`src/rtl/zled_pkg.sv`:
```
// Shared types and constants for the status-LED blink-code scheduler.
// No logic; no latency or flow control of its own.
package zled_pkg;

  typedef enum logic [1:0] {
    ST_IDLE = 2'd0,
    ST_ON   = 2'd1,
    ST_OFF  = 2'd2,
    ST_GAP  = 2'd3
  } zled_state_t;

  localparam int CODE_W           = 4;
  localparam int DEF_TICK_DIV     = 2_500_000;
  localparam int DEF_ON_TICKS     = 2;
  localparam int DEF_OFF_TICKS    = 2;
  localparam int DEF_GAP_TICKS    = 8;
  localparam int HB_PERIOD        = 10;

  function automatic int max3(input int a, input int b, input int c);
    int m;
    m = (a > b) ? a : b;
    return (m > c) ? m : c;
  endfunction

endpackage

```
`src/rtl/zled_tick_gen.sv`:
```
// Prescaler: 1-cycle tick every TICK_DIV cycles, synchronous clear restarts the count.
// Tick is decoded from the counter register; no backpressure.
module zled_tick_gen #(
  parameter int TICK_DIV = 4
) (
  input  logic clk,
  input  logic rst_n,
  input  logic clr,
  output logic tick
);

  localparam int W = (TICK_DIV > 1) ? $clog2(TICK_DIV) : 1;
  localparam logic [W-1:0] LAST = W'(TICK_DIV - 1);

  logic [W-1:0] cnt;

  always_ff @(posedge clk or negedge rst_n) begin
    if (!rst_n)           cnt <= '0;
    else if (clr)         cnt <= '0;
    else if (cnt == LAST) cnt <= '0;
    else                  cnt <= cnt + 1'b1;
  end

  assign tick = (cnt == LAST);

endmodule

```
`src/rtl/zled_pattern_ctrl.sv`:
```
// Fixed-priority LED sharer: winner blinks its code (N pulses + gap), outputs registered, grant visible 1 cycle after eligibility.
// Non-preemptive; dropping the request aborts to the gap. ZLED_HEARTBEAT_EN adds an idle heartbeat on oLed.
module zled_pattern_ctrl
  import zled_pkg::*;
#(
  parameter int NUM_SRC   = 4,
  parameter int TICK_DIV  = DEF_TICK_DIV,
  parameter int ON_TICKS  = DEF_ON_TICKS,
  parameter int OFF_TICKS = DEF_OFF_TICKS,
  parameter int GAP_TICKS = DEF_GAP_TICKS
) (
  input  logic                       iClk,
  input  logic                       iRstN,
  input  logic [NUM_SRC-1:0]         iReq,
  input  logic [CODE_W*NUM_SRC-1:0]  iCode,
  output logic                       oLed,
  output logic [NUM_SRC-1:0]         oGrant,
  output logic                       oBusy
);

  localparam int IDX_W = (NUM_SRC > 1) ? $clog2(NUM_SRC) : 1;
  localparam int PH_W  = $clog2(max3(ON_TICKS, OFF_TICKS, GAP_TICKS) + 1);

  zled_state_t         state, state_nxt;
  logic [PH_W-1:0]     phase, phase_nxt;
  logic [CODE_W-1:0]   pulse, pulse_nxt;
  logic [IDX_W-1:0]    idx, idx_nxt, sel;
  logic                any_elig, tick, clr;
  logic                led_nxt, busy_nxt;
  logic [NUM_SRC-1:0]  grant_nxt;

  zled_tick_gen #(.TICK_DIV(TICK_DIV)) u_tick (
    .clk   (iClk),
    .rst_n (iRstN),
    .clr   (clr),
    .tick  (tick)
  );

  // Descending scan so the lowest eligible index wins.
  always_comb begin
    any_elig = 1'b0;
    sel      = '0;
    for (int k = NUM_SRC - 1; k >= 0; k--) begin
      if (iReq[k] && (iCode[CODE_W*k +: CODE_W] != '0)) begin
        any_elig = 1'b1;
        sel      = IDX_W'(k);
      end
    end
  end

`ifdef ZLED_HEARTBEAT_EN
  logic [3:0] hb_cnt, hb_nxt;

  always_ff @(posedge iClk or negedge iRstN) begin
    if (!iRstN) hb_cnt <= '0;
    else        hb_cnt <= hb_nxt;
  end
`endif

  always_comb begin
    state_nxt = state;
    phase_nxt = phase;
    pulse_nxt = pulse;
    idx_nxt   = idx;
    clr       = 1'b0;
    led_nxt   = 1'b0;
    grant_nxt = oGrant;
    busy_nxt  = oBusy;
`ifdef ZLED_HEARTBEAT_EN
    hb_nxt    = hb_cnt;
`endif
    case (state)
      ST_IDLE: begin
        grant_nxt = '0;
        busy_nxt  = 1'b0;
        if (any_elig) begin
          state_nxt      = ST_ON;
          idx_nxt        = sel;
          pulse_nxt      = iCode[CODE_W*int'(sel) +: CODE_W];
          phase_nxt      = '0;
          clr            = 1'b1;
          led_nxt        = 1'b1;
          grant_nxt[sel] = 1'b1;
          busy_nxt       = 1'b1;
        end
`ifdef ZLED_HEARTBEAT_EN
        else begin
          if (tick) hb_nxt = (hb_cnt == 4'(HB_PERIOD - 1)) ? '0 : hb_cnt + 1'b1;
          led_nxt = (hb_nxt == 4'(HB_PERIOD - 1));
        end
`endif
      end
      ST_ON, ST_OFF: begin
        led_nxt = (state == ST_ON);
        if (!iReq[idx]) begin
          // Abort restarts the prescaler too, so the gap is full length.
          state_nxt = ST_GAP;
          phase_nxt = '0;
          clr       = 1'b1;
          led_nxt   = 1'b0;
        end else if (tick) begin
          if (state == ST_ON && phase == PH_W'(ON_TICKS - 1)) begin
            phase_nxt = '0;
            pulse_nxt = pulse - 1'b1;
            led_nxt   = 1'b0;
            state_nxt = (pulse == CODE_W'(1)) ? ST_GAP : ST_OFF;
          end else if (state == ST_OFF && phase == PH_W'(OFF_TICKS - 1)) begin
            phase_nxt = '0;
            led_nxt   = 1'b1;
            state_nxt = ST_ON;
          end else begin
            phase_nxt = phase + 1'b1;
          end
        end
      end
      ST_GAP: begin
        if (tick) begin
          if (phase == PH_W'(GAP_TICKS - 1)) begin
            phase_nxt = '0;
            state_nxt = ST_IDLE;
            grant_nxt = '0;
            busy_nxt  = 1'b0;
          end else begin
            phase_nxt = phase + 1'b1;
          end
        end
      end
      default: state_nxt = ST_IDLE;
    endcase
  end

  always_ff @(posedge iClk or negedge iRstN) begin
    if (!iRstN) begin
      state  <= ST_IDLE;
      phase  <= '0;
      pulse  <= '0;
      idx    <= '0;
      oLed   <= 1'b0;
      oGrant <= '0;
      oBusy  <= 1'b0;
    end else begin
      state  <= state_nxt;
      phase  <= phase_nxt;
      pulse  <= pulse_nxt;
      idx    <= idx_nxt;
      oLed   <= led_nxt;
      oGrant <= grant_nxt;
      oBusy  <= busy_nxt;
    end
  end

endmodule

```
`config.mk`:
```
export PLATFORM = sky130hd
export DESIGN_NAME = zled_pattern_ctrl
export DESIGN_NICKNAME = d
export VERILOG_FILES = /design/src/rtl/zled_pkg.sv /design/src/rtl/zled_tick_gen.sv /design/src/rtl/zled_pattern_ctrl.sv
export SDC_FILE = /design/constraint.sdc
export NUM_CORES = 1
export LEC_CHECK = 0
export ABC_AREA = 1
export BUFFER_PORTS_ARGS = -buffer_cell sky130_fd_sc_hd__buf_2
export CAP_MARGIN = 20
export CORE_ASPECT_RATIO = 1.4
export CORE_MARGIN = 2
export CORE_UTILIZATION = 40
export CTS_CLUSTER_SIZE = 16
export DETAILED_ROUTE_END_ITERATION = 10
export PLACE_DENSITY = 0.59
export SLEW_MARGIN = 30
export SYNTH_ARGS = -nofsm -noshare
export SYNTH_HDL_FRONTEND = slang
export SYNTH_HIERARCHICAL = 1
export SYNTH_SLANG_ARGS = --single-unit
```
`constraint.sdc`:
```
create_clock -name iClk -period 2.6 [get_ports iClk]
set_input_delay 0.13 -clock iClk [delete_from_list [all_inputs] [get_ports iClk]]
set_output_delay 0.13 -clock iClk [all_outputs]
set_load 0.05 [all_outputs]
```
==> run_results.csv <==
group,metric,value,unit
worst_setup_path,critical_path.max_stage_delay,600,ps
synth,synth.yosys.warnings,6,
floorplanning,die-area,7720,um2
pwr,ir_drop,310,uV
timing,clock_skew,6.04,ps
synth,syn_area,2810,um2
timing,whs,169,ps
clock_tree,cts_resized,0,
worst_setup_path,worstPathCellList,"ha_1 -> nand3_1 -> nor2_1 -> nand4_1 -> nor2_1 -> nor2_1 -> a211oi_1 -> o32ai_1",
worst_setup_path,crit_arrival,2400,ps
timing,final_max_slew_viol_count,0,
synth,syn-mean-instance-area,7.21,um2
pwr,combPwrFrac,49.5,%
timing,finalSetupViolations,0,
synth,syn_nets,423,
final_layout,fin_util,45.6,%
pwr,p_clk_share,16.3,%
worst_setup_path,cp.required,2750,ps
route,drc,0,
floorplanning,die_h,103,um
route,ant_nets,0,
worst_setup_path,critPathLaunchType,"flop",
global_route,overflow,0,
route,wl_per_cell,13.5,um
timing,hold_viol,0,
timing,period_minus_slack,2250,ps
synth,ys_ff_latch,40,
placed_design,port_buffers,27,
worst_setup_path,cp_common_cell,"nor2_1",
global_route,grt_pass1_wl,11500,um
route,wirelength,6970,um
worst_setup_path,crit_path_end_kind,"flop",
worst_setup_path,cp_slowest_cell,"a211oi_1",
clock_tree,cts_tree,"yes",
synth,ys_types,32,
run,maxCapViolCount,0,
global_route,grt_pass1_vias,2583,
route,wl_met1,2600,um
clock_tree,clock-root-buffer,"clkbuf_8",
min_path,hp-class,"in -> reg",
route,top_layer,"met4",
timing,rsz0062_at_grt,"false",
clock_tree,clock_sinks,40,
floorplanning,core-area,6890,um2
pwr,internal_power,1.41,mW
clock_tree,clock_latency,290,ps
pwr,powerDensity,856,nW/um2
placed_design,dpl.hpwl,5550,um
pwr,switchingPower,1.28,mW
route,drt_iter0_markers,134,
final_layout,antenna_cells,0,
clock_tree,path_clk_slew,80,ps
timing,finalCritPeriodShare,86.5,%
synth,postSynthCellCount,390,
global_route,grt_use_total,19.6,%
timing,max_slew_margin,54.7,%
route,viasPerCell,4.99,
floorplanning,io_pins,28,
route,wl_met2,3950,um
pwr,switching_share,47.5,%
route,wl_met3,171,um
synth,seq_area_frac_synth,35.6,%
worst_setup_path,setup.worst_path.class,"reg -> reg",
placed_design,gp_congestion,0.890,
route,dr.pass1.iters,4,
global_route,antenna_found_initial,0,
floorplanning,rows,36,
clock_tree,clockBufferDepth,2,
pwr,p_seq_share,34.2,%
final_layout,layout_common_cells,"nand2_1, nor2_1, inv_1",
clock_tree,cts_setup_buffers,0,
worst_setup_path,cp_max_fo,5,
clock_tree,cts_max_level,2,
final_layout,multi_input_area,1590,um2
final_layout,layout_commonest_cell,"nand2_1",
floorplanning,start_util,40.8,%
timing,fmax,445,MHz
clock_tree,numCtsBuffers,5,
global_route,grt_start_max_net_pins,41,
pwr,leakage,1.48,nW
outcome,outcome,"complete, no violations",
floorplanning,die_x,74.9,um
final_layout,area.sequential,1000,um2
timing,tightest_slew,675,ps
route,vias,2581,
timing,setup_tns,0,ps
final_layout,drive_above_1_share,19.4,%
final_layout,nFillCells,716,
final_layout,layout.nets,454,
final_layout,area_delta_synth_final,11.7,%
-- stage by stage --
| step | area [um2] | setup slack (ps) | instances | power [mW] |
|---|---|---|---|---|
| 3_5_place_dp | 3040 | 388 | 508 | 2.27 |
| 5_1_grt | 3140 | 114 | 517 | 2.94 |
| 4_1_cts | 3130 | 385 | 516 | 2.72 |
| 6_report | 3140 | 352 | 517 | 2.69 |
| 2_1_floorplan | 2810 | 708 | 390 | 1.93 |
| 3_3_place_gp | 3040 | 440 | 508 | 2.26 |
-- power by group through the flow --
stage / combinational, mW / sequential, mW / clock, mW
2_1_floorplan: 0.919 / 1.01 / 0
3_3_place_gp: 1.33 / 0.925 / 0
3_5_place_dp: 1.34 / 0.932 / 0
4_1_cts: 1.35 / 0.921 / 0.450
5_1_grt: 1.51 / 0.946 / 0.485
6_report: 1.33 / 0.919 / 0.439
-- final cells by class --
cell class,count,share of cell area (%)
inverter,48,5.82
tap,95,3.79
sequential,40,31.9
multi-input combinational,297,50.7
clock buffer,8,2.87
timing repair buffer,29,4.94
-- critical path: cells and delay by family (launching register included) --
kind	cells	cell delay [ps]
flip-flops	1	390
AO/OA/AOI/OAI	2	760
AND/OR/NAND/NOR	5	780
adder cells (fa/ha/maj)	1	180
-- layer usage --
metal	vias to the layer above	global-route usage, %
li1	1313	-
met1	1195	19.1
met2	53	39.1
met3	20	2.71
met4	0	8.65
met5	-	0
-- worst paths after layout --
| path | startpoint | endpoint | slack [ps] | cells past startpoint |
|---|---|---|---|---|
| min | iCode[9] | pulse[1]$_DFFE_PN0P_ | 170 | 5 |
| max in group asynchronous | iRstN | u_tick/cnt[3]$_DFF_PN0_ | 1890 | 2 |
| min in group asynchronous | iRstN | u_tick/cnt[18]$_DFF_PN0_ | 350 | 2 |
| max reg2reg | u_tick/cnt[0]$_DFF_PN0_ | oGrant[3]$_DFFE_PN0P_ | 350 | 8 |
| min reg2reg | u_tick/cnt[0]$_DFF_PN0_ | u_tick/cnt[0]$_DFF_PN0_ | 490 | 1 |
| max | u_tick/cnt[0]$_DFF_PN0_ | oGrant[3]$_DFFE_PN0P_ | 350 | 8 |
-- synthesized netlist by cell type, drive strengths merged --
library cell / count / area [um2]
nand2: 105 / 472
nor2: 76 / 348
inv: 48 / 183
dfrtp: 40 / 1000
nand3: 32 / 165
a21oi: 20 / 119
o21ai: 15 / 75.1
nand4: 12 / 75.1
ha: 11 / 138
xor2: 6 / 52.6
buf: 5 / 36.3
xnor2: 5 / 43.8
nor3: 4 / 25.0
o22ai: 4 / 25.0
o32ai: 2 / 17.5
a211oi: 1 / 7.51
a31oi: 1 / 6.26
a32oi: 1 / 8.76
nor4: 1 / 6.26
o211ai: 1 / 7.51
-- sequential cells by signal, summed over array words and instances, names as in the netlist --
register,count
u_tick/cnt,22
oBusy,1
pulse,4
idx,2
phase,4
oGrant,4
oLed,1
state,2
-- repair_timing --
item / CTS / global route
hold buffers: 0 / 1
setup endpoints to repair: 0 / 0
endpoints found under the hold margin: 0 / 40
-- cells by family after synthesis --
family | after synthesis | share of synthesized area [%]
AOI/OAI and AO/OA | 45 | 9.48
xor gates and xnor gates | 11 | 3.43
adders and majority gates | 11 | 4.90
buffers and inverters | 53 | 7.79
DFF | 40 | 35.6
and+or+nand+nor | 230 | 38.8
No activity file was read; power rests on OpenSTA's default activity.
